[config.mk]
export PLATFORM = sky130hd
export DESIGN_NAME = vga_timing_gen
export DESIGN_NICKNAME = d
export VERILOG_FILES = /design/src/rtl/vga_timing_pkg.sv /design/src/rtl/axis_counter.sv /design/src/rtl/vga_timing_gen.sv
export SDC_FILE = /design/constraint.sdc
export NUM_CORES = 1
export LEC_CHECK = 0
export CORE_AREA = 4 4 67 69
export CTS_CLUSTER_SIZE = 10
export DETAILED_ROUTE_END_ITERATION = 7
export DIE_AREA = 0 0 71 73
export GPL_ROUTABILITY_DRIVEN = 0
export PLACE_DENSITY_LB_ADDON = 0.15
export SYNTH_ARGS = -nofsm -noshare
export SYNTH_HDL_FRONTEND = slang
export SYNTH_HIERARCHICAL = 1
export SYNTH_SLANG_ARGS = --single-unit
[constraint.sdc]
create_clock -name clk -period 8.3 [get_ports clk]
set_input_delay 2.49 -clock clk [delete_from_list [all_inputs] [get_ports clk]]
set_output_delay 2.49 -clock clk [all_outputs]
set_load 0.1 [all_outputs]
[src/rtl/vga_timing_pkg.sv]
// Shared constants for the 640x480@60 Hz raster timing generator.
// Holds the default porch/sync geometry and the derived totals and sync windows.
package vga_timing_pkg;

  localparam int unsigned POS_W = 10;

  localparam int unsigned VGA_H_DISPLAY = 640;
  localparam int unsigned VGA_H_FRONT   = 16;
  localparam int unsigned VGA_H_SYNC    = 96;
  localparam int unsigned VGA_H_BACK    = 48;
  localparam int unsigned VGA_V_DISPLAY = 480;
  localparam int unsigned VGA_V_FRONT   = 10;
  localparam int unsigned VGA_V_SYNC    = 2;
  localparam int unsigned VGA_V_BACK    = 33;

  localparam int unsigned VGA_H_TOTAL = VGA_H_DISPLAY + VGA_H_FRONT + VGA_H_SYNC + VGA_H_BACK;
  localparam int unsigned VGA_V_TOTAL = VGA_V_DISPLAY + VGA_V_FRONT + VGA_V_SYNC + VGA_V_BACK;

  localparam int unsigned VGA_H_SYNC_START = VGA_H_DISPLAY + VGA_H_FRONT;
  localparam int unsigned VGA_H_SYNC_END   = VGA_H_SYNC_START + VGA_H_SYNC - 1;
  localparam int unsigned VGA_V_SYNC_START = VGA_V_DISPLAY + VGA_V_FRONT;
  localparam int unsigned VGA_V_SYNC_END   = VGA_V_SYNC_START + VGA_V_SYNC - 1;

  function automatic logic sync_level(input logic active, input logic pol);
    return active ? pol : ~pol;
  endfunction

endpackage

[src/rtl/axis_counter.sv]
// One raster axis: wrapping position counter plus registered visible and sync-window flags.
// Flags track the next count on every enabled pixel so they stay aligned with o_count.
module axis_counter
  import vga_timing_pkg::*;
#(
  parameter int unsigned W         = POS_W,
  parameter int unsigned TOTAL     = VGA_H_TOTAL,
  parameter int unsigned ACT_END   = VGA_H_DISPLAY,
  parameter int unsigned WIN_START = VGA_H_SYNC_START,
  parameter int unsigned WIN_END   = VGA_H_SYNC_END
) (
  input  logic         clk,
  input  logic         reset_n,
  input  logic         i_en,
  input  logic         i_inc,
  output logic [W-1:0] o_count,
  output logic         o_wrap,
  output logic         o_active,
  output logic         o_in_win
);

  localparam logic [W-1:0] L_LAST      = W'(TOTAL - 1);
  localparam logic [W-1:0] L_ACT_END   = W'(ACT_END);
  localparam logic [W-1:0] L_WIN_START = W'(WIN_START);
  localparam logic [W-1:0] L_WIN_END   = W'(WIN_END);

  logic [W-1:0] r_count;
  logic [W-1:0] w_next;
  logic         w_at_last;
  logic         r_active;
  logic         r_in_win;

  always_comb begin
    w_at_last = (r_count == L_LAST);
    w_next    = r_count;
    if (i_inc) begin
      w_next = w_at_last ? '0 : r_count + 1'b1;
    end
  end

  // Flags refresh on every pixel enable (not only on increment) so the vertical
  // flags become valid on the very first enabled edge after reset.
  always_ff @(posedge clk or negedge reset_n) begin
    if (!reset_n) begin
      r_count  <= '0;
      r_active <= 1'b0;
      r_in_win <= 1'b0;
    end else begin
      r_count <= w_next;
      if (i_en) begin
        r_active <= (w_next < L_ACT_END);
        r_in_win <= (w_next >= L_WIN_START) && (w_next <= L_WIN_END);
      end
    end
  end

  assign o_count  = r_count;
  assign o_wrap   = i_inc & w_at_last;
  assign o_active = r_active;
  assign o_in_win = r_in_win;

endmodule

[src/rtl/vga_timing_gen.sv]
// VGA raster timing generator: pixel/line counters, sync strobes, display enable,
// line/frame start pulses and a free-running frame counter.
module vga_timing_gen
  import vga_timing_pkg::*;
#(
  parameter int unsigned H_DISPLAY = VGA_H_DISPLAY,
  parameter int unsigned H_FRONT   = VGA_H_FRONT,
  parameter int unsigned H_SYNC    = VGA_H_SYNC,
  parameter int unsigned H_BACK    = VGA_H_BACK,
  parameter int unsigned V_DISPLAY = VGA_V_DISPLAY,
  parameter int unsigned V_FRONT   = VGA_V_FRONT,
  parameter int unsigned V_SYNC    = VGA_V_SYNC,
  parameter int unsigned V_BACK    = VGA_V_BACK,
  parameter logic        SYNC_POL  = 1'b0,
  parameter int unsigned FCNT_W    = 8
) (
  input  logic              clk,
  input  logic              reset_n,
  input  logic              clk_en,
  output logic              hsync,
  output logic              vsync,
  output logic              display_on,
  output logic [POS_W-1:0]  hpos,
  output logic [POS_W-1:0]  vpos,
  output logic              line_start,
  output logic              frame_start,
  output logic [FCNT_W-1:0] frame_count
);

  localparam int unsigned H_TOTAL      = H_DISPLAY + H_FRONT + H_SYNC + H_BACK;
  localparam int unsigned V_TOTAL      = V_DISPLAY + V_FRONT + V_SYNC + V_BACK;
  localparam int unsigned H_SYNC_START = H_DISPLAY + H_FRONT;
  localparam int unsigned V_SYNC_START = V_DISPLAY + V_FRONT;

  logic              w_h_wrap;
  logic              w_h_active;
  logic              w_h_in_win;
  logic              w_v_inc;
  logic              w_v_wrap;
  logic              w_v_active;
  logic              w_v_in_win;
  logic              r_line_start;
  logic              r_frame_start;
  logic [FCNT_W-1:0] r_frame_count;

  axis_counter #(
    .W        (POS_W),
    .TOTAL    (H_TOTAL),
    .ACT_END  (H_DISPLAY),
    .WIN_START(H_SYNC_START),
    .WIN_END  (H_SYNC_START + H_SYNC - 1)
  ) u_h_axis (
    .clk     (clk),
    .reset_n (reset_n),
    .i_en    (clk_en),
    .i_inc   (clk_en),
    .o_count (hpos),
    .o_wrap  (w_h_wrap),
    .o_active(w_h_active),
    .o_in_win(w_h_in_win)
  );

  assign w_v_inc = w_h_wrap & clk_en;

  axis_counter #(
    .W        (POS_W),
    .TOTAL    (V_TOTAL),
    .ACT_END  (V_DISPLAY),
    .WIN_START(V_SYNC_START),
    .WIN_END  (V_SYNC_START + V_SYNC - 1)
  ) u_v_axis (
    .clk     (clk),
    .reset_n (reset_n),
    .i_en    (clk_en),
    .i_inc   (w_v_inc),
    .o_count (vpos),
    .o_wrap  (w_v_wrap),
    .o_active(w_v_active),
    .o_in_win(w_v_in_win)
  );

  // Strobes are rewritten every clk so they last exactly one clk even when clk_en is sparse.
  always_ff @(posedge clk or negedge reset_n) begin
    if (!reset_n) begin
      r_line_start  <= 1'b0;
      r_frame_start <= 1'b0;
      r_frame_count <= '0;
    end else begin
      r_line_start  <= w_h_wrap;
      r_frame_start <= w_h_wrap & w_v_wrap;
      if (w_h_wrap & w_v_wrap) begin
        r_frame_count <= r_frame_count + 1'b1;
      end
    end
  end

  assign hsync       = sync_level(w_h_in_win, SYNC_POL);
  assign vsync       = sync_level(w_v_in_win, SYNC_POL);
  assign display_on  = w_h_active & w_v_active;
  assign line_start  = r_line_start;
  assign frame_start = r_frame_start;
  assign frame_count = r_frame_count;

endmodule

==> results_dict.tcl, run 1 <==
set metrics [dict create \
    fin_crit_sh 0.665 \
    clkSinkCount 34 \
    start_util 0.477 \
    routed_wl_mm 4.12 \
    cp_max_fo 21 \
    max_slew_margin 0.342 \
    multiInputGateArea_um2 932 \
    holdWs_ns 0.466 \
    finalCriticalPeriod_ns 5.52 \
    vias 1524 \
    grt_pass1_wl_mm 6.88 \
    drc_errors 0 \
    clkPwrFrac 0.263 \
    slowest_stage "clkdlybuf4s50_1" \
    cp_cell_sequence "clkdlybuf4s50_1 -> and4_2 -> and4b_1 -> and2_1 -> nand3_2 -> o2111ai_1 -> o41ai_1 -> o311a_1 -> a41o_1" \
    combPwrFrac 0.310 \
    synth.yosys.seq_area_share 0.456 \
    hold_violations 0 \
    final_cell_mix "clkdlybuf4s50_1 (35), dfrtp_1 (34), nand2_1 (18)" \
    setup-violations-final 0 \
    synth_fp_nets 193 \
    endpoint_kind "register" \
    power.share.sequential 0.427 \
    avgSynthCellArea_um2 10.0 \
    netlist_area_um2 1870 \
    core_um2 3910 \
    crit_buf_inv 1 \
    p_leak_uw 0.00101 \
    holdCritPathClass "reg -> reg" \
    critPathTopFamily "simple AND/OR/NAND/NOR gates" \
    tightest_slew_ns 0.984 \
    internal-power_uw 282 \
    p_sw_frac 0.420 \
    die-area_um2 5180 \
    grt_overflow 0 \
    fmax_mhz 181 \
    post_cts_resized 0 \
    ant_nets 0 \
    critical_path_required_ns 8.48 \
    status "finished clean" \
    max_stage_delay_ns 0.91 \
    maxSlewViolCount 0 \
    drtPass1Iterations 6 \
    drive_gt1_frac 0.104 \
    cts_setup_buffers 0 \
    ys_ff_latch 34 \
    cts_buffers 5 \
    antenna_found_initial 0 \
    num_rows 23 \
    pin_count 36 \
    irDropWorstVdd_v 0.000202 \
    layout.cells.most_common "clkdlybuf4s50_1" \
    hpwl_mm 2.90 \
    clk_pin_slew_ns 0.07 \
    grt_max_degree 35 \
    die_w_um 71 \
    clock_path_buffers 2 \
    fin_skew_ns 0.00751 \
    synthCells 186 \
    fin_nets 227 \
    first_iter_violations 161 \
    htree_levels 2 \
    syn2layout_area_growth_pct 25.1 \
    grt_pass1_vias 1445 \
    ctsRootBufferMaster "clkbuf_8" \
    ys_warn_count 6 \
    grt_usage 0.166 \
    ff_latch_area_um2 851 \
    grt_setup_unrepaired "false" \
    powerDensity_nw_per_um2 208 \
    insertion_delay_ns 0.28 \
    die_y_um 73 \
    nFillCells 338 \
    maxCapViolCount 0 \
    switchingPower_uw 204 \
    cp.arrival_ns 5.70 \
    hold_depth 1 \
    cts_tree "done" \
    hold_buffers 0 \
    wire_per_inst_um 15.2 \
    reg2reg_depth 9 \
    critical_path_class "in -> reg" \
    synth_cell_types 48 \
    tns_ns 0 \
    place.port_buffers 35 \
    via_per_inst 5.62 \
    antennaDiodeCount 0 \
    worst_setup_path_start_kind "input port" \
    crit_cells 9 \
]
[logic make-up after synthesis]
logic type | after synthesis | synth area share
AO/OA/AOI/OAI | 27 | 0.101
XOR/XNOR | 21 | 0.0985
adder cells (fa/ha/maj) | 4 | 0.0268
buffers and inverters | 19 | 0.0449
flip-flops | 34 | 0.456
multiplexers | 3 | 0.0194
AND/OR/NAND/NOR | 78 | 0.254
[final timing paths]
kind,startpoint,to,slack (ns)
min,frame_count[7],frame_count[7],0.47
max,clk_en,u_v_axis/o_in_win,2.78
min reg2reg,frame_count[7],frame_count[7],0.47
min in group asynchronous,reset_n,u_v_axis/o_count[5],2.60
max in group asynchronous,reset_n,u_h_axis/o_in_win,5.38
max reg2reg,u_h_axis/o_count[0],u_v_axis/o_in_win,5.19
[through the flow]
step | worst slack (ns) | util | cells | instance area (um^2) | total power [uW]
after floorplan | 3.64 | - | 186 | 1870 | 321
after global placement | 2.62 | 0.573 | 263 | 2240 | 358
after detailed placement | 2.48 | 0.573 | 263 | 2240 | 361
after CTS | 2.78 | 0.597 | 271 | 2340 | 492
after global routing | 2.57 | 0.597 | 271 | 2340 | 510
final | 2.78 | 0.597 | 271 | 2340 | 486
[final cells by class]
| type | instances | share of cell area |
|---|---|---|
| well taps | 50 | 0.0268 |
| flip-flops and latches | 34 | 0.364 |
| multi-input cells | 133 | 0.399 |
| clock buffers | 6 | 0.0354 |
| clock inverters | 2 | 0.00536 |
| repair buffers | 36 | 0.153 |
| inverters | 10 | 0.0161 |
[Yosys cell counts (all sizes together)]
| cell type | count | share of area |
|---|---|---|
| nand3 | 5 | 0.016 |
| mux2 | 2 | 0.014 |
| ha | 4 | 0.027 |
| o32ai | 1 | 0.0047 |
| and3 | 5 | 0.018 |
| a41o | 1 | 0.0054 |
| nand2b | 1 | 0.0034 |
| nand2 | 18 | 0.036 |
| clkbuf | 5 | 0.011 |
| dfrtp | 34 | 0.46 |
| o2111ai | 2 | 0.0094 |
| and4bb | 1 | 0.0067 |
| nor2 | 11 | 0.022 |
| and2 | 4 | 0.013 |
| o311a | 1 | 0.0054 |
| nand4 | 10 | 0.048 |
| o41ai | 1 | 0.0047 |
| a21oi | 6 | 0.022 |
| or4 | 2 | 0.010 |
| o31ai | 1 | 0.0040 |
| a311oi | 1 | 0.0047 |
| o21bai | 1 | 0.0040 |
| xnor2 | 13 | 0.061 |
| o22ai | 4 | 0.013 |
| nor2b | 3 | 0.010 |
| buf | 4 | 0.014 |
| a31oi | 2 | 0.0067 |
| inv | 10 | 0.020 |
| o21ai | 6 | 0.016 |
| nand3b | 2 | 0.0080 |
| mux2i | 1 | 0.0054 |
| and4 | 2 | 0.010 |
| xor2 | 8 | 0.038 |
| and4b | 4 | 0.022 |
| or3 | 1 | 0.0040 |
| nor4 | 2 | 0.0067 |
| nor3 | 7 | 0.019 |
[power by group through the flow]
stage	clock [uW]	sequential (uW)	combinational (uW)
after floorplan	0	277	44.1
after global placement	0	209	149
after detailed placement	0	210	151
after CTS	134	207	151
after global routing	142	210	158
final	128	208	151
[routing by layer]
layer,vias to the layer above,global-route usage,part of all wire
li1,734,-,-
met1,730,0.209,0.44
met2,58,0.284,0.50
met3,2,0.0468,0.058
met4,0,0.0418,0.0048
met5,-,0,0
[state kept, by name (all words and copies together) (netlist names)]
register and cells:
u_v_axis/o_in_win 1, frame_count 8, line_start 1, u_v_axis/o_active 1
u_v_axis/o_count 10, u_h_axis/o_count 10, u_h_axis/o_in_win 1, frame_start 1
u_h_axis/o_active 1
No activity file was read; power rests on OpenSTA's default activity.
==> run 2, diff against run 1 <==
--- a/config.mk
+++ b/config.mk
@@ -5,10 +5,10 @@
 export SDC_FILE = /design/constraint.sdc
 export NUM_CORES = 1
 export LEC_CHECK = 0
-export CORE_AREA = 4 4 67 69
+export CORE_AREA = 4 4 69 71
 export CTS_CLUSTER_SIZE = 10
 export DETAILED_ROUTE_END_ITERATION = 7
-export DIE_AREA = 0 0 71 73
+export DIE_AREA = 0 0 73 75
 export GPL_ROUTABILITY_DRIVEN = 0
 export PLACE_DENSITY_LB_ADDON = 0.15
 export SYNTH_ARGS = -nofsm -noshare
==> constraint.sdc (replaced) <==
create_clock -name clk -period 4.4 [get_ports clk]
set_input_delay 1.32 -clock clk [delete_from_list [all_inputs] [get_ports clk]]
set_output_delay 1.32 -clock clk [all_outputs]
set_load 0.1 [all_outputs]
==> results_dict.tcl, run 2 (same netlist as run 1, synthesis figures left out) <==
set metrics [dict create \
    status "finished clean" \
    grt_max_degree 35 \
    via_per_inst 5.68 \
    die_y_um 75 \
    maxCapViolCount 0 \
    hold_buffers 0 \
    first_iter_violations 87 \
    grt_setup_unrepaired "false" \
    finalCriticalPeriod_ns 3.64 \
    critical_path_required_ns 4.56 \
    layout.cells.most_common "clkdlybuf4s50_1" \
    post_cts_resized 0 \
    p_leak_uw 0.00102 \
    drive_gt1_frac 0.108 \
    max_stage_delay_ns 0.49 \
    grt_pass1_wl_mm 7.02 \
    ctsRootBufferMaster "clkbuf_8" \
    crit_cells 9 \
    grt_usage 0.163 \
    final_cell_mix "clkdlybuf4s50_1 (35), dfrtp_1 (34), nand2_1 (18)" \
    cp_cell_sequence "clkdlybuf4s50_1 -> and4_2 -> and4b_1 -> and2_1 -> nand3_2 -> o2111ai_1 -> o41ai_1 -> o311a_1 -> a41o_1" \
    die-area_um2 5480 \
    core_um2 4230 \
    setup-violations-final 0 \
    drtPass1Iterations 4 \
    tns_ns 0 \
    htree_levels 2 \
    worst_setup_path_start_kind "input port" \
    grt_overflow 0 \
    cts_buffers 5 \
    ant_nets 0 \
    fin_nets 229 \
    tightest_slew_ns 0.988 \
    cp.arrival_ns 3.80 \
    vias 1561 \
    max_slew_margin 0.340 \
    wire_per_inst_um 15.2 \
    antennaDiodeCount 0 \
    hold_depth 1 \
    fmax_mhz 275 \
    cp_max_fo 10 \
    holdCritPathClass "reg -> reg" \
    start_util 0.441 \
    holdWs_ns 0.489 \
    cts_tree "done" \
    powerDensity_nw_per_um2 387 \
    insertion_delay_ns 0.28 \
    pin_count 36 \
    endpoint_kind "register" \
    clkSinkCount 34 \
    routed_wl_mm 4.19 \
    syn2layout_area_growth_pct 25.9 \
    irDropWorstVdd_v 0.000514 \
    antenna_found_initial 0 \
    place.port_buffers 35 \
    clock_path_buffers 2 \
    cts_setup_buffers 0 \
    critical_path_class "in -> reg" \
    num_rows 24 \
    hpwl_mm 2.99 \
    reg2reg_depth 9 \
    grt_pass1_vias 1425 \
    maxSlewViolCount 0 \
    die_w_um 73 \
    fin_skew_ns 0.00575 \
    critPathTopFamily "simple AND/OR/NAND/NOR gates" \
    slowest_stage "clkdlybuf4s50_1" \
    hold_violations 0 \
    crit_buf_inv 1 \
    clk_pin_slew_ns 0.07 \
    fin_crit_sh 0.827 \
    drc_errors 0 \
]
-- run 2: cell count changes in the layout (fill, tap and decap cells not counted) --
cell        before  now
buf_4            1    3
clkbuf_1         0    1
clkinvlp_4       1    0
-- run 2: worst paths after layout --
path | startpoint | to | slack [ns]
setup / recovery | clk_en | u_v_axis/o_in_win | 0.76
hold / removal | frame_count[7] | frame_count[7] | 0.49
setup reg to reg | u_h_axis/o_count[0] | u_v_axis/o_in_win | 1.49
hold reg to reg | frame_count[7] | frame_count[7] | 0.49
max in group asynchronous | reset_n | u_h_axis/o_count[3] | 2.63
min in group asynchronous | reset_n | u_v_axis/o_count[5] | 1.45
-- run 2: stage by stage --
step	setup slack [ns]	power (uW)	util	cells	area [um^2]
global placement	0.565	677	0.533	267	2260
global route	0.618	950	0.555	275	2350
CTS	0.800	918	0.555	275	2350
finish	0.760	909	0.555	275	2350
detailed placement	0.510	680	0.533	267	2260
floorplan	0.839	606	-	186	1870
-- run 2: worst reg2reg max path, delay by kind of cell (launching register included) --
kind	cells	cell delay [ns]
DFF	1	0.48
adders and majority gates	1	0.31
AOI/OAI and AO/OA	4	0.96
and+or+nand+nor	4	1.05
-- run 2: metal layers --
layer / global-route usage / routed length (um)
met5: 0 / 0
met4: 0.0430 / 15
met3: 0.0294 / 202
met2: 0.263 / 2070
met1: 0.228 / 1900
-- run 2: layout make-up --
cell class	instances	area, um^2
clock buffers	7	86.3
flip-flops and latches	34	851
multi-input cells	133	932
well taps	52	65.1
inverters	10	37.5
repair buffers	38	373
fillers	374	1880
clock inverters	1	5.00
-- run 2: report_power, final --
| part | switching [uW] | internal (uW) | total [uW] |
|---|---|---|---|
| registers | 58.1 | 333 | 392 |
| logic | 208 | 73.7 | 282 |
| clock network | 109 | 126 | 235 |
| total | 376 | 533 | 909 |
==> run 3, diff against run 2 <==
==> constraint.sdc (replaced) <==
create_clock -name clk -period 3.3 [get_ports clk]
set_input_delay 0.99 -clock clk [delete_from_list [all_inputs] [get_ports clk]]
set_output_delay 0.99 -clock clk [all_outputs]
set_load 0.1 [all_outputs]
==> results_dict.tcl, run 3 (same netlist as run 1, synthesis figures left out) <==
set metrics [dict create \
    status "finished clean" \
    grt_overflow 0 \
    internal-power_uw 760 \
    p_leak_uw 0.00110 \
    cts_tree "done" \
    die-area_um2 5480 \
    drc_errors 0 \
    num_rows 24 \
    drtPass1Iterations 4 \
    grt_util_met3 0.0387 \
    switchingPower_uw 504 \
    antenna_found_initial 0 \
    critical_path_required_ns 3.47 \
    gr-usage-met1 0.216 \
    cp.arrival_ns 3.16 \
    drive_gt1_frac 0.297 \
    irDropWorstVdd_v 0.000449 \
    cp_cell_sequence "clkdlybuf4s50_1 -> and4_2 -> and4b_1 -> and2_1 -> nand3_2 -> o2111ai_1 -> o41ai_1 -> o311a_1 -> a41o_1" \
    die_w_um 73 \
    start_util 0.441 \
    busiest_layer "met2" \
    place_ws_ns 0.0228 \
    tns_ns 0 \
    hpwl_mm 2.92 \
    core_um2 4230 \
    fin_skew_ns 0.00842 \
    cp_max_fo 5 \
    insertion_delay_ns 0.28 \
    final_cell_mix "buf_4 (42), dfrtp_1 (30), nand2_1 (18)" \
    reg2reg_setup_slack_ns 0.76 \
    ant_nets 0 \
    max_stage_delay_ns 0.47 \
    max_slew_margin 0.715 \
    fin_util 0.551 \
    power.share.sequential 0.413 \
    worst_setup_path_start_kind "input port" \
    antennaDiodeCount 0 \
    fin_ws_ns 0.310 \
    via_per_inst 5.51 \
    ctsRootBufferMaster "clkbuf_8" \
    slowest_stage "clkdlybuf4s50_1" \
    grt_usage 0.157 \
    fmax_mhz 334 \
    grt_setup_unrepaired "false" \
    die_y_um 75 \
    syn2layout_area_growth_pct 25.1 \
    cts_setup_buffers 0 \
    grt_max_degree 35 \
    clkPwrFrac 0.294 \
    combPwrFrac 0.293 \
    layout.cells.most_common "buf_4" \
    clock_path_buffers 2 \
    p_sw_frac 0.399 \
    vias 1547 \
    maxSlewViolCount 0 \
    place.port_buffers 35 \
    grt_pass1_wl_mm 6.82 \
    pin_count 36 \
    maxCapViolCount 0 \
    setup-violations-final 0 \
    powerDensity_nw_per_um2 541 \
    power_uw 1260 \
    tightest_slew_ns 0.428 \
    clkSinkCount 34 \
    finalCriticalPeriod_ns 2.99 \
    wire_per_inst_um 14.3 \
    hold_violations 0 \
    critical_path_class "in -> reg" \
    cts_buffers 5 \
    hold_buffers 0 \
    holdCritPathClass "reg -> reg" \
    clk_pin_slew_ns 0.07 \
    htree_levels 2 \
    grtUsageMet2 0.242 \
    grt_pass1_vias 1471 \
    post_cts_resized 0 \
    routed_wl_mm 4.01 \
    fin_nets 235 \
    first_iter_violations 122 \
    fin_crit_sh 0.906 \
    endpoint_kind "register" \
]
==> run 3: worst max-delay path: cells and delay by family <==
| family | cells | cell delay [ns] |
|---|---|---|
| AOI/OAI and AO/OA | 4 | 0.91 |
| and+or+nand+nor | 4 | 0.78 |
| buffers and inverters | 1 | 0.47 |
==> run 3: routing by layer <==
layer	vias up	wire, um
met3	2	220
met5	-	0
li1	747	-
met4	0	15
met1	752	1840
met2	46	1930
==> run 3: worst paths after layout <==
path,from,end,depth (start not counted)
max in group asynchronous,reset_n,u_h_axis/o_count[3],2
min,frame_count[7],frame_count[7],1
min reg2reg,frame_count[7],frame_count[7],1
min in group asynchronous,reset_n,frame_count[7],2
max reg2reg,u_h_axis/o_count[0],u_v_axis/o_in_win,9
max,clk_en,u_v_axis/o_in_win,9
==> run 3: through the flow <==
stage | std cells | hold slack (ns) | area (um^2)
3_3_place_gp | 273 | 0.466 | 2230
3_5_place_dp | 273 | 0.465 | 2230
4_1_cts | 281 | 0.479 | 2330
5_1_grt | 281 | 0.517 | 2330
2_1_floorplan | 186 | 0.499 | 1870
6_report | 281 | 0.472 | 2330
==> run 3: cell type report <==
cell class,instances,area (um^2)
Clock buffer,5,68.8
Clock inverter,3,40.0
Fill cell,378,1900
Inverter,10,37.5
Multi-Input combinational cell,133,932
Sequential cell,34,856
Tap cell,52,65.1
Timing Repair Buffer,44,335
==> run 3: power groups by stage <==
stage | sequential (uW) | clock (uW) | combinational, uW
final | 522 | 371 | 371
after global routing | 529 | 401 | 388
after CTS | 521 | 386 | 372
after detailed placement | 529 | 0 | 371
after global placement | 527 | 0 | 366
after floorplan | 702 | 0 | 110
